==> src/rtl/alu_pkg.sv <==
// Shared ALU opcodes, multiply/divide mode encodings and sequencer state type.
// Combinational definitions only; no latency or flow control.
package alu_pkg;

    localparam logic [3:0] ALU_OP_AND = 4'b0000;
    localparam logic [3:0] ALU_OP_OR  = 4'b0010;
    localparam logic [3:0] ALU_OP_ADD = 4'b0100;
    localparam logic [3:0] ALU_OP_SUB = 4'b1100;
    localparam logic [3:0] ALU_OP_SLT = 4'b0001;

    localparam logic MD_MODE_MUL = 1'b0;
    localparam logic MD_MODE_DIV = 1'b1;

    typedef enum logic [1:0] {
        IDLE = 2'd0,
        ITER = 2'd1,
        DONE = 2'd2
    } md_state_t;

endpackage

==> src/rtl/alu_muldiv_seq.sv <==
// Sequential 16x16 unsigned multiply / 16/16 restoring divide driving a shared ALU.
// Latency 17 cycles accept-to-Done (1 cycle for divide by zero); Start ignored while busy (Ready=0).
module alu_muldiv_seq
    import alu_pkg::*;
(
    input  logic        Clock,
    input  logic        Reset,
    input  logic        Start,
    input  logic        Mode,
    input  logic [15:0] X,
    input  logic [15:0] Y,
    output logic        Ready,
    output logic        Done,
    output logic [15:0] ResHi,
    output logic [15:0] ResLo,
    output logic        DivZero,
    output logic [15:0] AluA,
    output logic [15:0] AluB,
    output logic        AluAInvert,
    output logic [3:0]  AluOp,
    input  logic [15:0] AluResult,
    input  logic        AluCarryOut
);

    md_state_t   state, state_nxt;
    logic [3:0]  cnt;
    logic [15:0] hi, lo, d;
    logic [15:0] hi_nxt, lo_nxt;
    logic        mode_q;
    logic        accept;
    logic        start_div_zero;
    logic [15:0] div_s;

    assign accept         = Start && (state != ITER);
    assign start_div_zero = (Mode == MD_MODE_DIV) && (Y == 16'd0);
    assign div_s          = {hi[14:0], lo[15]};
    assign AluAInvert     = 1'b0;

    always_ff @(posedge Clock) begin
        if (Reset) state <= IDLE;
        else       state <= state_nxt;
    end

    always_comb begin
        state_nxt = state;
        Ready     = 1'b1;
        Done      = 1'b0;
        case (state)
            IDLE: begin
                if (accept) state_nxt = start_div_zero ? DONE : ITER;
            end
            ITER: begin
                Ready = 1'b0;
                if (cnt == 4'd15) state_nxt = DONE;
            end
            DONE: begin
                Done = 1'b1;
                if (accept) state_nxt = start_div_zero ? DONE : ITER;
                else        state_nxt = IDLE;
            end
            default: state_nxt = IDLE;
        endcase
    end

    // Operand mux kept apart from the result update so the ALU round trip is not a false loop.
    always_comb begin
        AluA  = 16'd0;
        AluB  = 16'd0;
        AluOp = ALU_OP_ADD;
        if (state == ITER) begin
            AluB = d;
            if (mode_q == MD_MODE_MUL) begin
                AluA = hi;
            end else begin
                AluA  = div_s;
                AluOp = ALU_OP_SUB;
            end
        end
    end

    always_comb begin
        hi_nxt = hi;
        lo_nxt = lo;
        if (mode_q == MD_MODE_MUL) begin
            if (lo[0]) {hi_nxt, lo_nxt} = {AluCarryOut, AluResult, lo[15:1]};
            else       {hi_nxt, lo_nxt} = {1'b0, hi, lo[15:1]};
        end else begin
            // Hi[15] set means the shifted partial remainder exceeds 16 bits, so it always covers D.
            if (hi[15] || AluCarryOut) begin
                hi_nxt = AluResult;
                lo_nxt = {lo[14:0], 1'b1};
            end else begin
                hi_nxt = div_s;
                lo_nxt = {lo[14:0], 1'b0};
            end
        end
    end

    always_ff @(posedge Clock) begin
        if (Reset) begin
            hi      <= 16'd0;
            lo      <= 16'd0;
            d       <= 16'd0;
            cnt     <= 4'd0;
            mode_q  <= MD_MODE_MUL;
            ResHi   <= 16'd0;
            ResLo   <= 16'd0;
            DivZero <= 1'b0;
        end else if (accept) begin
            hi      <= 16'd0;
            lo      <= (Mode == MD_MODE_DIV) ? X : Y;
            d       <= (Mode == MD_MODE_DIV) ? Y : X;
            cnt     <= 4'd0;
            mode_q  <= Mode;
            DivZero <= 1'b0;
            if (start_div_zero) begin
                ResHi   <= X;
                ResLo   <= 16'hFFFF;
                DivZero <= 1'b1;
            end
        end else if (state == ITER) begin
            hi  <= hi_nxt;
            lo  <= lo_nxt;
            cnt <= cnt + 4'd1;
            if (cnt == 4'd15) begin
                ResHi <= hi_nxt;
                ResLo <= lo_nxt;
            end
        end
    end

endmodule

==> config.mk <==
export PLATFORM = sky130hd
export DESIGN_NAME = alu_muldiv_seq
export DESIGN_NICKNAME = d
export VERILOG_FILES = /design/src/rtl/alu_pkg.sv /design/src/rtl/alu_muldiv_seq.sv
export SDC_FILE = /design/constraint.sdc
export NUM_CORES = 1
export LEC_CHECK = 0
export ABC_AREA = 0
export CAP_MARGIN = 5
export CORE_MARGIN = 8
export CORE_UTILIZATION = 35
export CTS_BUF_LIST = sky130_fd_sc_hd__clkbuf_8
export DETAILED_ROUTE_END_ITERATION = 7
export DONT_BUFFER_PORTS = 1
export GPL_TIMING_DRIVEN = 1
export PLACE_DENSITY = 0.45
export SLEW_MARGIN = 20
export SYNTH_ARGS = -nofsm -noshare
export SYNTH_HDL_FRONTEND = slang
export SYNTH_SLANG_ARGS = --single-unit
==> constraint.sdc <==
create_clock -name Clock -period 1.9 [get_ports Clock]
set_clock_uncertainty 0.2 [all_clocks]
set_input_delay 0 -clock Clock [delete_from_list [all_inputs] [get_ports Clock]]
set_output_delay 0 -clock Clock [all_outputs]
set_load 0.03 [all_outputs]
==> results of run 1 <==
[synth_stat cells (all sizes together)]
master and number:
o311a 15, and2 17, xor2 2, and4 1
and3 2, nor4bb 1, nor3 3, conb 2
o32ai 1, mux2i 58, nand2 29, buf 42
o31a 15, dfxtp 88, and3b 1, nor4 2
o211a 1, o31ai 16, inv 19, nand3 17
or2 1, nand2b 1, ha 1, a221oi 15
xnor2 1, nor2 84, a211oi 44, o21a 14
nor4b 1, a21o 2, nand4 1, clkbuf 24
and2b 2, mux2 3, nor2b 36, a21oi 42
o21ai 25
[cells in the final DEF, fill, tap and decap left out, types with 2 or more instances in the layout]
cell,Yosys,layout
sky130_fd_sc_hd__a211oi_1,44,44
sky130_fd_sc_hd__a21oi_1,42,42
sky130_fd_sc_hd__a221oi_2,15,15
sky130_fd_sc_hd__and2_4,0,17
sky130_fd_sc_hd__and2b_1,2,2
sky130_fd_sc_hd__buf_12,0,8
sky130_fd_sc_hd__buf_16,0,2
sky130_fd_sc_hd__buf_4,12,48
sky130_fd_sc_hd__buf_6,7,3
sky130_fd_sc_hd__bufinv_16,0,3
sky130_fd_sc_hd__clkbuf_8,0,10
sky130_fd_sc_hd__conb_1,2,4
sky130_fd_sc_hd__dfxtp_1,88,86
sky130_fd_sc_hd__dlygate4sd3_1,0,46
sky130_fd_sc_hd__dlymetal6s4s_1,0,3
sky130_fd_sc_hd__inv_1,18,18
sky130_fd_sc_hd__mux2_2,3,3
sky130_fd_sc_hd__mux2i_1,58,58
sky130_fd_sc_hd__nand2_1,28,28
sky130_fd_sc_hd__nand3_1,17,17
sky130_fd_sc_hd__nor2_1,82,81
sky130_fd_sc_hd__nor2_4,1,2
sky130_fd_sc_hd__nor2b_1,36,36
sky130_fd_sc_hd__nor3_1,3,3
sky130_fd_sc_hd__nor4_1,2,2
sky130_fd_sc_hd__o21a_1,14,14
sky130_fd_sc_hd__o21ai_0,25,25
sky130_fd_sc_hd__o311a_1,15,15
sky130_fd_sc_hd__o31a_1,15,15
sky130_fd_sc_hd__o31ai_1,16,16
sky130_fd_sc_hd__xor2_1,2,2
[metal layers]
metal | track usage, % | up-vias | wire, um
met2 | 28.02 | 145 | 7922
met1 | 24.85 | 2288 | 8569
met4 | 6.586 | 0 | 372
met3 | 6.231 | 20 | 1566
met5 | 0 | - | 0
li1 | - | 2373 | -
[flip-flops by register name (all words and copies together), names as in the netlist]
register	cells
mode_q	1
cnt	4
ResHi	16
lo	16
hi	16
d	16
state	2
DivZero	1
ResLo	16
[area by class of cell]
cell class | instances | area, um2
Clock buffer | 10 | 137.6
Clock inverter | 6 | 115.1
Fill cell | 1478 | 8335
Inverter | 19 | 71.32
Multi-Input combinational cell | 458 | 3136
Sequential cell | 88 | 1767
Tap cell | 188 | 235.2
Timing Repair Buffer | 113 | 1180
[critical path, stage by stage]
cell and delay, ns:
sky130_fd_sc_hd__dlygate4sd3_1 0.58, sky130_fd_sc_hd__nor4_1 0.30, sky130_fd_sc_hd__and4_4 0.30, sky130_fd_sc_hd__a21o_1 0.11
sky130_fd_sc_hd__dlygate4sd3_1 0.55, sky130_fd_sc_hd__a21oi_1 0.06
[kinds of logic (layout without fill, tap and decap cells)]
| logic type | after synthesis | count (layout) | share of synthesized area [%] |
|---|---|---|---|
| AND/OR/NAND/NOR | 199 | 199 | 18.62 |
| AO/OA/AOI/OAI | 190 | 190 | 27.17 |
| adder cells (fa/ha/maj) | 1 | 1 | 0.2372 |
| other | 2 | 4 | 0.1424 |
| flip-flops | 88 | 88 | 33.40 |
| buffers and inverters | 85 | 148 | 8.280 |
| multiplexers | 61 | 61 | 11.65 |
| XOR/XNOR | 3 | 3 | 0.4983 |
[power breakdown]
| part | switching (mW) | internal, mW |
|---|---|---|
| Clock | 0.741 | 0.917 |
| Sequential | 0.0601 | 1.92 |
| Combinational | 0.581 | 0.465 |
| Total | 1.38 | 3.30 |
[timing repair]
item | CTS | global route
endpoints found under the hold margin | 88 | 38
hold buffers | 51 | 1
endpoints found under the setup margin | 33 | 67
pin swaps | 0 | 2
gates cloned | 1 | 1
gates resized for setup | 28 | 23
buffers inserted | 0 | 1
[stage by stage]
step	hold WS (ns)	utilization (%)	power, mW	TNS (ns)
floorplan	0.03372	-	2.655	0
global placement	-0.1227	37.81	2.804	0
detailed placement	-0.1209	37.81	2.811	0
CTS	-0.3472	43.68	4.685	-0.1830
global route	-0.3284	44.34	4.890	0
finish	-0.3199	44.34	4.686	0
[path summary, 6_finish.rpt]
check | to | slack [ns] | cells after the start | from
worst min-delay path | d[3] | -0.32 | 2 | Y[3]
worst min register to register | cnt[1] | 0.29 | 2 | cnt[1]
worst max register to register | ResHi[6] | 0.10 | 5 | hi[15]
worst max-delay path | state[0] | 0.05 | 6 | Y[10]
==> results.rst, run 1 <==
.. list-table::
   :header-rows: 1

   * - Metric
     - Value
   * - TritonCTS clock tree
     - done
   * - Total via count in the routed design
     - 4826
   * - Netlist area before placement
     - 5274 um2
   * - Top achievable clock speed
     - 540.5 MHz
   * - Floorplan Core Area
     - 14980 um2
   * - Clock sink count
     - 88
   * - Crit end category
     - flop
   * - Root Buffer
     - sky130_fd_sc_hd__clkbuf_8
   * - Clock transition at the register clock pins on the worst setup and hold paths after CTS
     - 0.10 ns
   * - FP Rows
     - 45
   * - Worst setup SP type
     - input port
   * - Detailed-router iteration count before antenna repair
     - 5
   * - Min Clock Period, post-route
     - 1.850 ns
   * - Hold Slack
     - -0.3199 ns
   * - Portion of the post-synthesis area used by sequential elements
     - 33.40%
   * - Hold Path Class
     - in2reg
   * - Arr. time, crit path
     - 1.90 ns
   * - Synth Warn #
     - 0
   * - Gate count after technology mapping
     - 629
   * - Global-route usage over all layers
     - 18.81%
   * - Detailed Place HPWL
     - 12860 um
   * - Iteration-0 DRC Markers
     - 463
   * - Area growth from synthesis to final layout
     - 25.93%
   * - Smallest setup slack after layout
     - 0.04972 ns
   * - Drt via density
     - 5.472
   * - Maximum number of pins on one net before global-route repair
     - 71
   * - Final standard cell area without fillers
     - 6641 um2
   * - Wire length of the first global-routing pass
     - 28640 um
   * - Final GP Congestion
     - 0.8410
   * - Average wire per cell in the routed design
     - 20.90 um
   * - Worst slack at placement
     - 0.03479 ns
   * - Top Ports
     - 125
   * - Share of layout cells above drive strength 1
     - 18.30%
   * - Violated checks
     - negative hold slack
   * - Die height
     - 138.8 um
   * - Detail Route Antenna Nets
     - 0
   * - Number of global-route vias before repair
     - 4698
   * - Critical path peak fanout
     - 3
   * - Aggregate global routing overflow
     - 0
   * - Final Net Count
     - 743
   * - Die width
     - 138.8 um
   * - Share of the synthesized area in the top cell type
     - 33.40%
   * - Per-instance average area after synthesis
     - 8.384 um2
   * - Placed cell areas
     - 5663 um2
   * - Number of standard cells in the layout, taps in and fillers out
     - 882
   * - Count of state elements after synthesis
     - 88
   * - Area of the die
     - 19250 um2
   * - Relative slew margins
     - 26.88%
   * - Bufs on Longest Clock Path
     - 2
   * - Number of cells in the design after placement
     - 811
   * - Wire length reported by the detailed router
     - 18430 um
   * - Count of H-tree levels built during CTS
     - 3
   * - Outcome
     - finished with violations
   * - Required time of the critical path
     - 1.95 ns
   * - Cell type contributing the most total cell area after synthesis
     - sky130_fd_sc_hd__dfxtp_1
   * - Buffers added on ports
     - 0
   * - Number of buffers created by CTS
     - 9
   * - Cell variety after synth
     - 46
   * - Worst slew pin tran
     - 1.097 ns
   * - Remaining DRCs
     - 0
   * - Fin. max-slew vios
     - 0
   * - Largest cells by area after synthesis
     - sky130_fd_sc_hd__dfxtp_1 33%, sky130_fd_sc_hd__mux2i_1 11%, sky130_fd_sc_hd__a211oi_1 6.3%
   * - Antenna violations before repair
     - 0
   * - Crit Path Category
     - in2reg
   * - Power density over the cells
     - 705.6 nW/um2
   * - Number of diodes added for antenna fixing
     - 0
   * - Tcrit/Tclk final
     - 97.38%
   * - RSZ-0062 raised after global routing
     - no
   * - Static Leakage
     - 2.530 nW
   * - Worst IR Drop VDD
     - 0.3018 mV
   * - Initial standard-cell utilization of the core
     - 35.21%
   * - Source-to-sink clock delay at the later pin of the worst-skew pair
     - 0.37 ns
   * - Final setup violation count
     - 0
   * - Hold violation count in the final report
     - 38
   * - Max-cap violations
     - 0
No activity file was read; power rests on OpenSTA's default activity.
==> run 2: changes to the inputs <==
--- a/config.mk
+++ b/config.mk
@@ -5,7 +5,7 @@
 export SDC_FILE = /design/constraint.sdc
 export NUM_CORES = 1
 export LEC_CHECK = 0
-export ABC_AREA = 0
+export ABC_AREA = 1
 export CAP_MARGIN = 5
 export CORE_MARGIN = 8
 export CORE_UTILIZATION = 35
@@ -14,7 +14,7 @@
 export DONT_BUFFER_PORTS = 1
 export GPL_TIMING_DRIVEN = 1
 export PLACE_DENSITY = 0.45
-export SLEW_MARGIN = 20
+export SLEW_MARGIN = 5
 export SYNTH_ARGS = -nofsm -noshare
 export SYNTH_HDL_FRONTEND = slang
 export SYNTH_SLANG_ARGS = --single-unit
==> run 2 against run 1 <==
Compared with the run above: the run now ends clean; area after synthesis fell by 3.6%; maximum frequency fell by 0.46%; clock power fell by 9.6%; global-route usage rose by 0.76 points; highest routed layer unchanged; via count rose by 12%; clock-buffer cell count fell by 1; worst hold slack improved by 0.37 ns; cell count rose by 24%; combinational power rose by 5%; critical path depth rose by 2.
==> results.rst, run 2 <==
.. list-table::
   :header-rows: 1

   * - Metric
     - Value
   * - Post-synth ARST share
     - 0% (unchanged)
   * - Die height
     - 136.5 um (-1.6%)
   * - Detailed Place HPWL
     - 13280 um (+3.3%)
   * - Most common cell after layout, fill and taps aside
     - sky130_fd_sc_hd__nand2_1
   * - Share of the synthesized area in the top cell type
     - 34.64% (+1.2 points)
   * - Depth of the most critical reg-to-reg path
     - 10 (+5)
   * - Number of cells on the worst hold path
     - 8 (+6)
   * - Power density over the cells
     - 707.2 nW/um2 (+0.23%)
   * - Aggregate global routing overflow
     - 0 (unchanged)
   * - Static Leakage
     - 3.220 nW (+27%)
   * - Top Ports
     - 125 (unchanged)
   * - Wire length reported by the detailed router
     - 18300 um (-0.70%)
   * - Final GP Congestion
     - 0.8951 (+6.4%)
   * - Hold Path Class
     - in2reg
   * - Detail Route Antenna Nets
     - 0 (unchanged)
   * - Number of diodes added for antenna fixing
     - 0 (unchanged)
   * - Total via count in the routed design
     - 5409 (+12%)
   * - Wire length of the first global-routing pass
     - 28370 um (-0.94%)
   * - Endpoint of the most critical register-to-register path
     - d[13]
   * - Tcrit/Tclk final
     - 97.84% (+0.45 points)
   * - Top achievable clock speed
     - 538.0 MHz (-0.46%)
   * - Worst slew pin tran
     - 0.6430 ns (-0.4538 ns)
   * - Crit Path Category
     - in2reg
   * - Root Buffer
     - sky130_fd_sc_hd__clkbuf_8
   * - Register-to-register path setup slack
     - 0.15 ns (+0.05 ns)
   * - Slowest-stage cell, CP
     - sky130_fd_sc_hd__dlygate4sd3_1
   * - Global-route usage over all layers
     - 19.57% (+0.76 points)
   * - Number of global-route vias before repair
     - 5324 (+13%)
   * - Detailed-router iteration count before antenna repair
     - 5 (unchanged)
   * - Count of H-tree levels built during CTS
     - 3 (unchanged)
   * - Min-delay src
     - Mode
   * - TritonCTS clock tree
     - done
   * - RSZ-0062 raised after global routing
     - yes
   * - Top cell family by delay on the critical path
     - buffers and inverters
   * - Startpoint of the worst register-to-register path
     - state[1]
   * - Remaining DRCs
     - 0 (unchanged)
   * - Synth Warn #
     - 0 (unchanged)
   * - Final setup violation count
     - 0 (unchanged)
   * - Cell variety after synth
     - 36 (-22%)
   * - Sink of the worst hold path
     - ResHi[15]
   * - Max-cap violations
     - 0 (unchanged)
   * - Crit end category
     - flop
   * - Worst IR Drop VDD
     - 0.3714 mV (+23%)
   * - Bufs on Longest Clock Path
     - 2 (unchanged)
   * - Largest stage delay, worst path
     - 0.57 ns (about the same)
   * - Min Clock Period, post-route
     - 1.859 ns (+0.008594 ns)
   * - Arr. time, crit path
     - 1.92 ns (+0.02 ns)
   * - Cell type contributing the most total cell area after synthesis
     - sky130_fd_sc_hd__dfxtp_1
   * - Fin. max-slew vios
     - 0 (unchanged)
   * - Power consumption
     - 4.585 mW (-2.2%)
   * - Maximum number of pins on one net before global-route repair
     - 65 (-8.5%)
   * - Portion of the post-synthesis area used by sequential elements
     - 34.64% (+1.2 points)
   * - Netlist area before placement
     - 5086 um2 (-3.6%)
   * - Source-to-sink clock delay at the later pin of the worst-skew pair
     - 0.37 ns (about the same)
   * - Largest cells by area after synthesis
     - sky130_fd_sc_hd__dfxtp_1 35%, sky130_fd_sc_hd__nand2_1 16%, sky130_fd_sc_hd__o21ai_0 9.3%
   * - Clock sink count
     - 88 (unchanged)
   * - CP Cell Sequence
     - dlygate4sd3_1 -> nor2_1 -> nand3_1 -> nor2_1 -> nand2_1 -> dlygate4sd3_1 -> nand3_1 -> a21oi_1
   * - Iteration-0 DRC Markers
     - 328 (-29%)
   * - Number of cells in the design after placement
     - 1008 (+24%)
   * - Required time of the critical path
     - 1.96 ns (about the same)
   * - Hold violation count in the final report
     - 0 (-100%)
   * - Buffers added on ports
     - 0 (unchanged)
   * - Final Net Count
     - 958 (+29%)
   * - FP Rows
     - 44 (-2.2%)
   * - Critical path peak fanout
     - 3 (unchanged)
   * - Average wire per cell in the routed design
     - 16.74 um (-20%)
   * - Crit path buffers/inverters
     - 2 (unchanged)
   * - Number of synthesized flops with an enable pin
     - 0 (unchanged)
   * - Area of the die
     - 18640 um2 (-3.2%)
   * - Per-instance average area after synthesis
     - 6.256 um2 (-25%)
   * - Relative slew margins
     - 56.99% (+30 points)
   * - Worst setup SP type
     - input port
   * - Number of standard cells in the layout, taps in and fillers out
     - 1093 (+24%)
   * - Most used cells in the layout excluding fill and tap cells
     - 217 x sky130_fd_sc_hd__nand2_1, 114 x sky130_fd_sc_hd__inv_1, 95 x sky130_fd_sc_hd__o21ai_0
   * - Gate count after technology mapping
     - 813 (+29%)
   * - Count of state elements after synthesis
     - 88 (unchanged)
   * - Clock transition at the register clock pins on the worst setup and hold paths after CTS
     - 0.09 ns (about the same)
   * - Most used flip-flop cell after synthesis
     - sky130_fd_sc_hd__dfxtp_1
   * - Drt via density
     - 4.949 (-9.6%)
   * - Initial standard-cell utilization of the core
     - 35.40% (+0.18 points)
   * - Library cell with the highest instance count after synthesis
     - sky130_fd_sc_hd__nand2_1
   * - Floorplan Core Area
     - 14370 um2 (-4.1%)
   * - Cell types with the highest counts after synthesis
     - 218 x sky130_fd_sc_hd__nand2_1, 114 x sky130_fd_sc_hd__inv_1, 95 x sky130_fd_sc_hd__o21ai_0
   * - Outcome
     - finished clean
   * - Antenna violations before repair
     - 0 (unchanged)
   * - Die width
     - 136.5 um (-1.6%)
   * - Number of buffers created by CTS
     - 9 (unchanged)
   * - Share of layout cells above drive strength 1
     - 11.88% (-6.4 points)
   * - Area growth from synthesis to final layout
     - 27.45%
==> run 2: changes by cell type after synthesis, moves of 22 or more <==
cell	delta
sky130_fd_sc_hd__inv_1	+96
sky130_fd_sc_hd__nand2_1	+190
sky130_fd_sc_hd__a211oi_1	-42
sky130_fd_sc_hd__nor2b_1	-36
sky130_fd_sc_hd__mux2i_1	-54
sky130_fd_sc_hd__a21oi_1	+22
sky130_fd_sc_hd__o21ai_0	+70
==> run 2: metrics by stage <==
stage                     hold WS [ns]  area, um2  setup TNS (ns)  util, %  worst slack [ns]
after floorplan               -0.03964       5094               0        -            0.1017
after global placement         -0.1240       5539               0    38.55            0.1645
after detailed placement       -0.1234       5539               0    38.55            0.1488
after CTS                      0.02725       6459               0    44.95           0.03222
after global routing            0.1052       6482        -0.01590    45.11          -0.01067
final                          0.05453       6482               0    45.11           0.04113
==> run 2: cell families after synthesis <==
group	synth area share [%]
and+or+nand+nor	29.91
buffers and inverters	14.14
other	0.1477
muxes	0.7872
AOI/OAI and AO/OA	19.78
xor gates and xnor gates	0.3445
adders and majority gates	0.2460
DFF	34.64
==> run 2: worst max path at each step <==
stage	start	end	slack [ns]	depth (start not counted)
after global placement	mode_q	ResHi[3]	0.16	9
after detailed placement	mode_q	ResHi[3]	0.15	9
after floorplan	mode_q	AluA[12]	0.10	6
after global routing	cnt[0]	ResLo[15]	-0.01	8
final	Y[9]	state[0]	0.04	8
after CTS	state[1]	AluA[0]	0.03	5
==> run 2: final cells by class <==
type,count,area [um2]
flip-flops and latches,88,1764
fillers,1536,7886
multi-input cells,556,2619
well taps,184,230.2
clock inverters,7,101.3
clock buffers,9,123.9
inverters,120,459.2
repair buffers,129,1185
==> run 2: power breakdown <==
part / switching [mW] / leakage (nW) / total [mW] / internal (mW)
Clock: 0.747 / 0.112 / 1.50 / 0.757
Sequential: 0.0505 / 0.718 / 1.98 / 1.93
Combinational: 0.706 / 2.39 / 1.10 / 0.391
==> run 2: repair_timing <==
item / 4_1_cts / 5_1_grt
resized for setup: 1 / 6
setup endpoints to repair: 30 / 29
pin swaps: 0 / 1
endpoints found under the hold margin: 84 / 0
hold buffers: 68 / 0
setup buffers: 0 / 1
==> run 2: per-layer routing <==
metal  wire (um)  vias to the layer above  share of wire, %  GRT usage [%]
li1            -                     2741                 -              -
met1        7843                     2453                43          23.97
met2        8654                      186                47          32.44
met3        1252                       29               6.8          4.112
met4         550                        0               3.0          8.603
met5           0                        -                 0              0
==> run 2: worst min-delay path, delay by kind of cell <==
family / cells / cell delay [ns]
AOI/OAI and AO/OA: 1 / 0.05
and+or+nand+nor: 6 / 0.44
buffers and inverters: 1 / 0.08
